==> src/rtl/carry_resolve_adder.sv <==
// ----------------------------------------------------------------------------
// carry_resolve_adder
//
// Purpose:
//    Resolves a pair of operands into a true (A + B + cin) result without
//    using a carry chain. The block repeatedly applies a half-adder pass to a
//    sum word S and a carry word C:
//       S' = S ^ C
//       C' = (S & C) << 1
//    until the carry word is zero. The sum word then holds the full result.
//    The first pass is formed directly from the operands when they are
//    accepted. Latency is data dependent and bounded by WORD_WIDTH+1 passes.
//
// Ports:
//    clock          in   1            sole clock, all state on rising edge
//    reset_n        in   1            synchronous, active-low reset
//    in_valid       in   1            operands present
//    in_ready       out  1            block can accept operands
//    in_A           in   WORD_WIDTH   addend A
//    in_B           in   WORD_WIDTH   addend B
//    in_carry_in    in   1            carry into bit 0
//    out_valid      out  1            result present
//    out_ready      in   1            consumer takes result
//    out_sum        out  WORD_WIDTH   (A+B+cin) mod 2^WORD_WIDTH
//    out_carry_out  out  1            bit WORD_WIDTH of A+B+cin
//    out_passes     out  COUNT_WIDTH  half-adder passes used
//    busy           out  1            high while iterating or holding a result
// ----------------------------------------------------------------------------
module carry_resolve_adder #(
   parameter int WORD_WIDTH  = 36,
   parameter int COUNT_WIDTH = 6
) (
   input  logic                   clock,
   input  logic                   reset_n,
   input  logic                   in_valid,
   output logic                   in_ready,
   input  logic [WORD_WIDTH-1:0]  in_A,
   input  logic [WORD_WIDTH-1:0]  in_B,
   input  logic                   in_carry_in,
   output logic                   out_valid,
   input  logic                   out_ready,
   output logic [WORD_WIDTH-1:0]  out_sum,
   output logic                   out_carry_out,
   output logic [COUNT_WIDTH-1:0] out_passes,
   output logic                   busy
);

   typedef enum logic [1:0] {
      IDLE    = 2'd0,
      ITERATE = 2'd1,
      DONE    = 2'd2
   } state_t;

   state_t                 r_state;
   state_t                 w_nextState;

   // Working registers of the half-adder iteration.
   logic [WORD_WIDTH-1:0]  r_sumWord;
   logic [WORD_WIDTH-1:0]  r_carryWord;
   logic                   r_carryOut;
   logic [COUNT_WIDTH-1:0] r_passes;

   // Result registers presented to the consumer; they hold through IDLE.
   logic [WORD_WIDTH-1:0]  r_outSum;
   logic                   r_outCarry;
   logic [COUNT_WIDTH-1:0] r_outPasses;

   logic                   w_accept;

   // First pass, formed straight from the operands.
   logic [WORD_WIDTH-1:0]  w_loadSum;
   logic [WORD_WIDTH-1:0]  w_loadCarry;
   logic                   w_loadCout;

   // Subsequent passes, formed from the working registers.
   logic [WORD_WIDTH-1:0]  w_overlap;
   logic [WORD_WIDTH-1:0]  w_iterSum;
   logic [WORD_WIDTH-1:0]  w_iterCarry;
   logic                   w_iterCout;
   logic [COUNT_WIDTH-1:0] w_iterPasses;

   // Whichever pass is being performed this cycle.
   logic                   w_passEnable;
   logic [WORD_WIDTH-1:0]  w_passSum;
   logic [WORD_WIDTH-1:0]  w_passCarry;
   logic                   w_passCout;
   logic [COUNT_WIDTH-1:0] w_passCount;
   logic                   w_passFinal;

   // Handshake and status. in_ready deliberately depends only on state and
   // reset so the upstream stage never sees a combinational path from its own
   // valid back into ready.
   assign in_ready  = (r_state == IDLE) & reset_n;
   assign w_accept  = in_valid & in_ready;
   assign out_valid = (r_state == DONE);
   assign busy      = (r_state == ITERATE) | (r_state == DONE);

   assign out_sum       = r_outSum;
   assign out_carry_out = r_outCarry;
   assign out_passes    = r_outPasses;

   // Pass 1: the operand pair itself is a half-adder input. The incoming
   // carry drops into bit 0 of the carry word, which is always free after
   // the left shift. A carry generated at the top bit leaves the word and is
   // recorded directly as carry-out.
   assign w_loadSum   = in_A ^ in_B;
   assign w_loadCarry = ((in_A & in_B) << 1) | {{(WORD_WIDTH-1){1'b0}}, in_carry_in};
   assign w_loadCout  = in_A[WORD_WIDTH-1] & in_B[WORD_WIDTH-1];

   // Later passes: the bit shifted out of the carry word goes to carry-out
   // only, never wrapping back to bit 0. At most one pass can ever produce
   // that bit, so OR-ing it in cannot double count.
   assign w_overlap    = r_sumWord & r_carryWord;
   assign w_iterSum    = r_sumWord ^ r_carryWord;
   assign w_iterCarry  = w_overlap << 1;
   assign w_iterCout   = r_carryOut | w_overlap[WORD_WIDTH-1];
   assign w_iterPasses = r_passes + COUNT_WIDTH'(1);

   // Select the pass for this cycle: the load pass on accept in IDLE, or an
   // iteration pass while in ITERATE. Nothing advances in DONE.
   always_comb begin
      w_passEnable = 1'b0;
      w_passSum    = w_iterSum;
      w_passCarry  = w_iterCarry;
      w_passCout   = w_iterCout;
      w_passCount  = w_iterPasses;
      if (r_state == IDLE) begin
         w_passEnable = w_accept;
         w_passSum    = w_loadSum;
         w_passCarry  = w_loadCarry;
         w_passCout   = w_loadCout;
         w_passCount  = COUNT_WIDTH'(1);
      end else if (r_state == ITERATE) begin
         w_passEnable = 1'b1;
      end
   end

   // A pass that leaves no carry behind completes the addition.
   assign w_passFinal = w_passEnable & (w_passCarry == '0);

   // State register; reset wins over everything, including a pass in flight.
   always_ff @(posedge clock) begin
      if (!reset_n) begin
         r_state <= IDLE;
      end else begin
         r_state <= w_nextState;
      end
   end

   // Next-state logic. DONE holds for as long as the consumer stalls, which
   // also keeps in_ready low so no new operands can overlap a pending result.
   always_comb begin
      w_nextState = r_state;
      case (r_state)
         IDLE: begin
            if (w_accept) begin
               w_nextState = w_passFinal ? DONE : ITERATE;
            end
         end
         ITERATE: begin
            w_nextState = w_passFinal ? DONE : ITERATE;
         end
         DONE: begin
            if (out_ready) begin
               w_nextState = IDLE;
            end
         end
         default: begin
            w_nextState = IDLE;
         end
      endcase
   end

   // Working registers advance on every pass. All four move together so the
   // pass count always matches the sum/carry pair it describes.
   always_ff @(posedge clock) begin
      if (!reset_n) begin
         r_sumWord   <= '0;
         r_carryWord <= '0;
         r_carryOut  <= 1'b0;
         r_passes    <= '0;
      end else if (w_passEnable) begin
         r_sumWord   <= w_passSum;
         r_carryWord <= w_passCarry;
         r_carryOut  <= w_passCout;
         r_passes    <= w_passCount;
      end
   end

   // Result registers capture on the final pass, on the same edge that moves
   // the FSM into DONE. They are untouched otherwise, so the last result stays
   // visible through IDLE and the next ITERATE.
   always_ff @(posedge clock) begin
      if (!reset_n) begin
         r_outSum    <= '0;
         r_outCarry  <= 1'b0;
         r_outPasses <= '0;
      end else if (w_passFinal) begin
         r_outSum    <= w_passSum;
         r_outCarry  <= w_passCout;
         r_outPasses <= w_passCount;
      end
   end

endmodule

==> config.mk <==
export PLATFORM = sky130hd
export DESIGN_NAME = carry_resolve_adder
export DESIGN_NICKNAME = d
export VERILOG_FILES = /design/src/rtl/carry_resolve_adder.sv
export SDC_FILE = /design/constraint.sdc
export NUM_CORES = 1
export LEC_CHECK = 0
export CAP_MARGIN = 10
export CORE_MARGIN = 8
export CORE_UTILIZATION = 30
export DETAILED_ROUTE_END_ITERATION = 8
export SETUP_SLACK_MARGIN = 0.2
export SYNTH_ARGS = -nofsm -noshare
export SYNTH_HDL_FRONTEND = slang
export SYNTH_SLANG_ARGS = --single-unit
==> constraint.sdc <==
create_clock -name clock -period 2 [get_ports clock]
set_input_delay 0.4 -clock clock [delete_from_list [all_inputs] [get_ports clock]]
set_output_delay 0.4 -clock clock [all_outputs]
set_load 0.005 [all_outputs]
==> impl_metrics.json <==
{
  "run_status": "finished, violations left",
  "violations": "negative setup slack",
  "nNetsFinal": 1015,
  "seq_area_frac_synth_pct": 36.73,
  "holdPathEnd": "out_passes[4]$_SDFFE_PN0P_",
  "yosysMostFrequentCell": "nand2_1",
  "die_area_mm2": 0.02758,
  "finalClockSkew_ps": 8.275,
  "clk_path_buf_depth": 2,
  "ant_nets": 0,
  "min_path_type": "reg -> reg",
  "grt_pass1_wl_um": 30450,
  "rsz0062_at_grt": "true",
  "numClockSinks": 124,
  "ir_drop_mv": 0.4849,
  "viasPerCell": 4.795,
  "p_leak_nw": 4.784,
  "synth_top_area_cell": "dfxtp_1",
  "io_pins": 123,
  "p_switching_mw": 2.139,
  "die_h_um": 166.1,
  "synth_edf_count": 0,
  "cp_max_fo": 5,
  "antenna_found_initial": 0,
  "tightest_slew_ps": 534.1,
  "async_flop_share_pct": 0,
  "dr.pass1.iters": 6,
  "grt_start_max_net_pins": 130,
  "path_buf_inv": 3,
  "area_growth_pct": 45.86,
  "worstSetupStartpointType": "input port",
  "slowest_delay_ps": 410,
  "r2r_cells": 9,
  "worst-path-stages": 9,
  "dp_cells": 1097,
  "p_seq_share_pct": 36.8,
  "pwr_density_cell_mw_per_mm2": 765.1,
  "rr_startpoint": "r_carryWord[9]$_SDFFE_PN0P_",
  "routedWlPerCell_um": 17.59,
  "clkPwrFrac_pct": 37.9,
  "port_buffers": 122,
  "hold_viol": 0,
  "clkLatencyLatePin_ps": 420,
  "worst_setup_path_end_kind": "flip-flop",
  "slew_violations": 0,
  "gr-total-overflow": 0,
  "cp.arrival_ps": 2360,
  "path_cells": "clkdlybuf4s50_1, ha_2, nor4_2, nand4_1, a221oi_4, nand2_4, buf_12, buf_12, mux2i_1",
  "slowest_stage": "clkdlybuf4s50_1",
  "worstReg2RegEnd": "out_sum[21]$_SDFFE_PN0P_",
  "cell_internal_pwr_mw": 5.402,
  "synth.distinct_cells": 39,
  "max_freq_ghz": 0.4855,
  "hpwlAfterDp_um": 13290,
  "switching_share_pct": 28.37,
  "syn_avg_cell_area_um2": 9.545,
  "drtIter0Drc": 284,
  "gr-usage-all-layers_pct": 13.86,
  "drive_above_1_share_pct": 22.59,
  "ys_seq_elements": 124,
  "synth_common_cells": "nand2_1 (183), dfxtp_1 (124), mux2i_1 (78)",
  "rrSetupSlack_ps": -50,
  "synth_top_area_share_pct": 36.73,
  "synth_nets": 862,
  "nFillCells": 2123,
  "cts-htree-levels": 4,
  "clkTransAtPathRegs_ps": 60,
  "ys.flop_type": "dfxtp_1",
  "crit_type": "in -> reg",
  "die_x_um": 166.1,
  "vias": 5548,
  "place_ws_ps": -734.4,
  "synthCells": 708,
  "wl_um": 20350,
  "holdWs_ps": 453.5,
  "cts_tree": "yes",
  "crit_required_ps": 2300,
  "fin_cells": 1157,
  "max_cap_viol_count": 0,
  "period_share_pct": 103.0,
  "root_buffer": "clkbuf_16",
  "ys_warn_count": 0,
  "cts_buffers": 17,
  "combPwrFrac_pct": 25.3,
  "drt_drc_violations_left": 0,
  "netlist_area_mm2": 0.006758,
  "yosys-top-cells-area": "dfxtp_1 (37%), ha_1 (14%), mux2i_1 (12%), nand2_1 (10%), mux2_2 (6.0%)",
  "min_period_ps": 2060,
  "max_slew_margin_pct": 64.39,
  "whs_path_depth": 2,
  "grt_pass1_vias": 5664,
  "gp_congestion": 0.7493,
  "final.setup.tns_ps": -1601,
  "worst_slack_ps": -59.58,
  "num_rows": 55,
  "cp_top_family": "buffers and inverters",
  "cp_common_cell": "buf_12",
  "holdCritStartpoint": "out_passes[4]$_SDFFE_PN0P_",
  "initial_utilization_pct": 30.22,
  "power_mw": 7.541,
  "cts_hold_buf": 0,
  "insertedDiodeCount": 0,
  "core_mm2": 0.02237,
  "finalSetupViolations": 42
}
-- worst max-delay path by stage --
stage | from | to | slack [ps]
2_1_floorplan | in_A[5] | out_carry_out$_SDFFE_PN0P_ | 200
3_3_place_gp | in_A[27] | out_carry_out$_SDFFE_PN0P_ | -710
3_5_place_dp | in_A[5] | out_carry_out$_SDFFE_PN0P_ | -730
4_1_cts | r_carryWord[14]$_SDFFE_PN0P_ | out_sum[23]$_SDFFE_PN0P_ | -20
5_1_grt | r_carryWord[9]$_SDFFE_PN0P_ | out_sum[15]$_SDFFE_PN0P_ | -130
6_report | in_A[1] | out_sum[21]$_SDFFE_PN0P_ | -60
-- metal layers --
layer  vias up  global-route usage, %  part of all wire [%]
li1       2805                      -                     -
met1      2599                  18.02                    48
met2       129                  22.38                    47
met3        15                  3.518                   4.8
met4         0                  3.794                  0.77
met5         -                      0                     0
-- cell usage in the layout, fill, tap and decap left out, types with 7 or more instances in the layout --
cell / instances
a21boi_0: 20
a21boi_1: 15
buf_12: 11
buf_4: 29
buf_6: 8
clkbuf_16: 22
clkdlybuf4s50_1: 96
clkinv_2: 7
dfxtp_1: 119
dlygate4sd2_1: 20
ha_1: 44
ha_2: 20
ha_4: 13
mux2_2: 36
mux2i_1: 78
nand2_1: 183
nor2b_1: 9
nor4_2: 8
o211a_1: 40
o21ai_0: 7
-- per-stage QoR --
step	cell area (µm²)	util, %
after global routing	9857	44.07
after floorplan	6814	-
after CTS	9520	42.57
after global placement	8464	37.85
after detailed placement	8464	37.85
final	9857	44.07
-- timing repair --
action                     in CTS  in global routing
gates cloned                    5                  7
setup buffers                  11                  7
setup endpoints to repair      78                123
pin swaps                      29                 12
resized for setup             102                 47
-- kinds of logic after synthesis --
family,share of synthesized area (%)
xor+xnor,0.5185
mux,17.55
buf+inv,3.851
flops,36.73
fa+ha+maj,14.26
compound gates,11.98
simple gates,15.11
-- flip-flops by register name, indices dropped and copies added (netlist names) --
signal	flops
out_sum	36
r_passes	6
out_carry_out	1
r_carryWord	36
r_carryOut	1
r_state	2
r_sumWord	36
out_passes	6
-- worst min-delay path, cell delays in order, from the launching register on --
cell	delay [ps]
dfxtp_1	300
nand2_1	50
mux2i_1	50
-- final cells by class --
type / count / area (µm²) / area share (%)
clock buffer: 21 / 460.4 / 4.671
clock inverter: 9 / 72.57 / 0.7362
inverter: 6 / 22.52 / 0.2285
multi-input combinational: 531 / 4472 / 45.37
sequential: 124 / 2489 / 25.25
tap: 285 / 356.6 / 3.618
timing repair buffer: 181 / 1984 / 20.13
-- power by group through the flow --
stage / clock network (mW) / logic [mW] / registers [mW]
2_1_floorplan: 0 / 1.04 / 2.79
3_5_place_dp: 0 / 1.57 / 2.82
3_3_place_gp: 0 / 1.57 / 2.81
5_1_grt: 3.03 / 2.08 / 2.80
6_report: 2.86 / 1.91 / 2.78
4_1_cts: 2.92 / 1.70 / 2.77
Power figures use the tool's default switching activity.
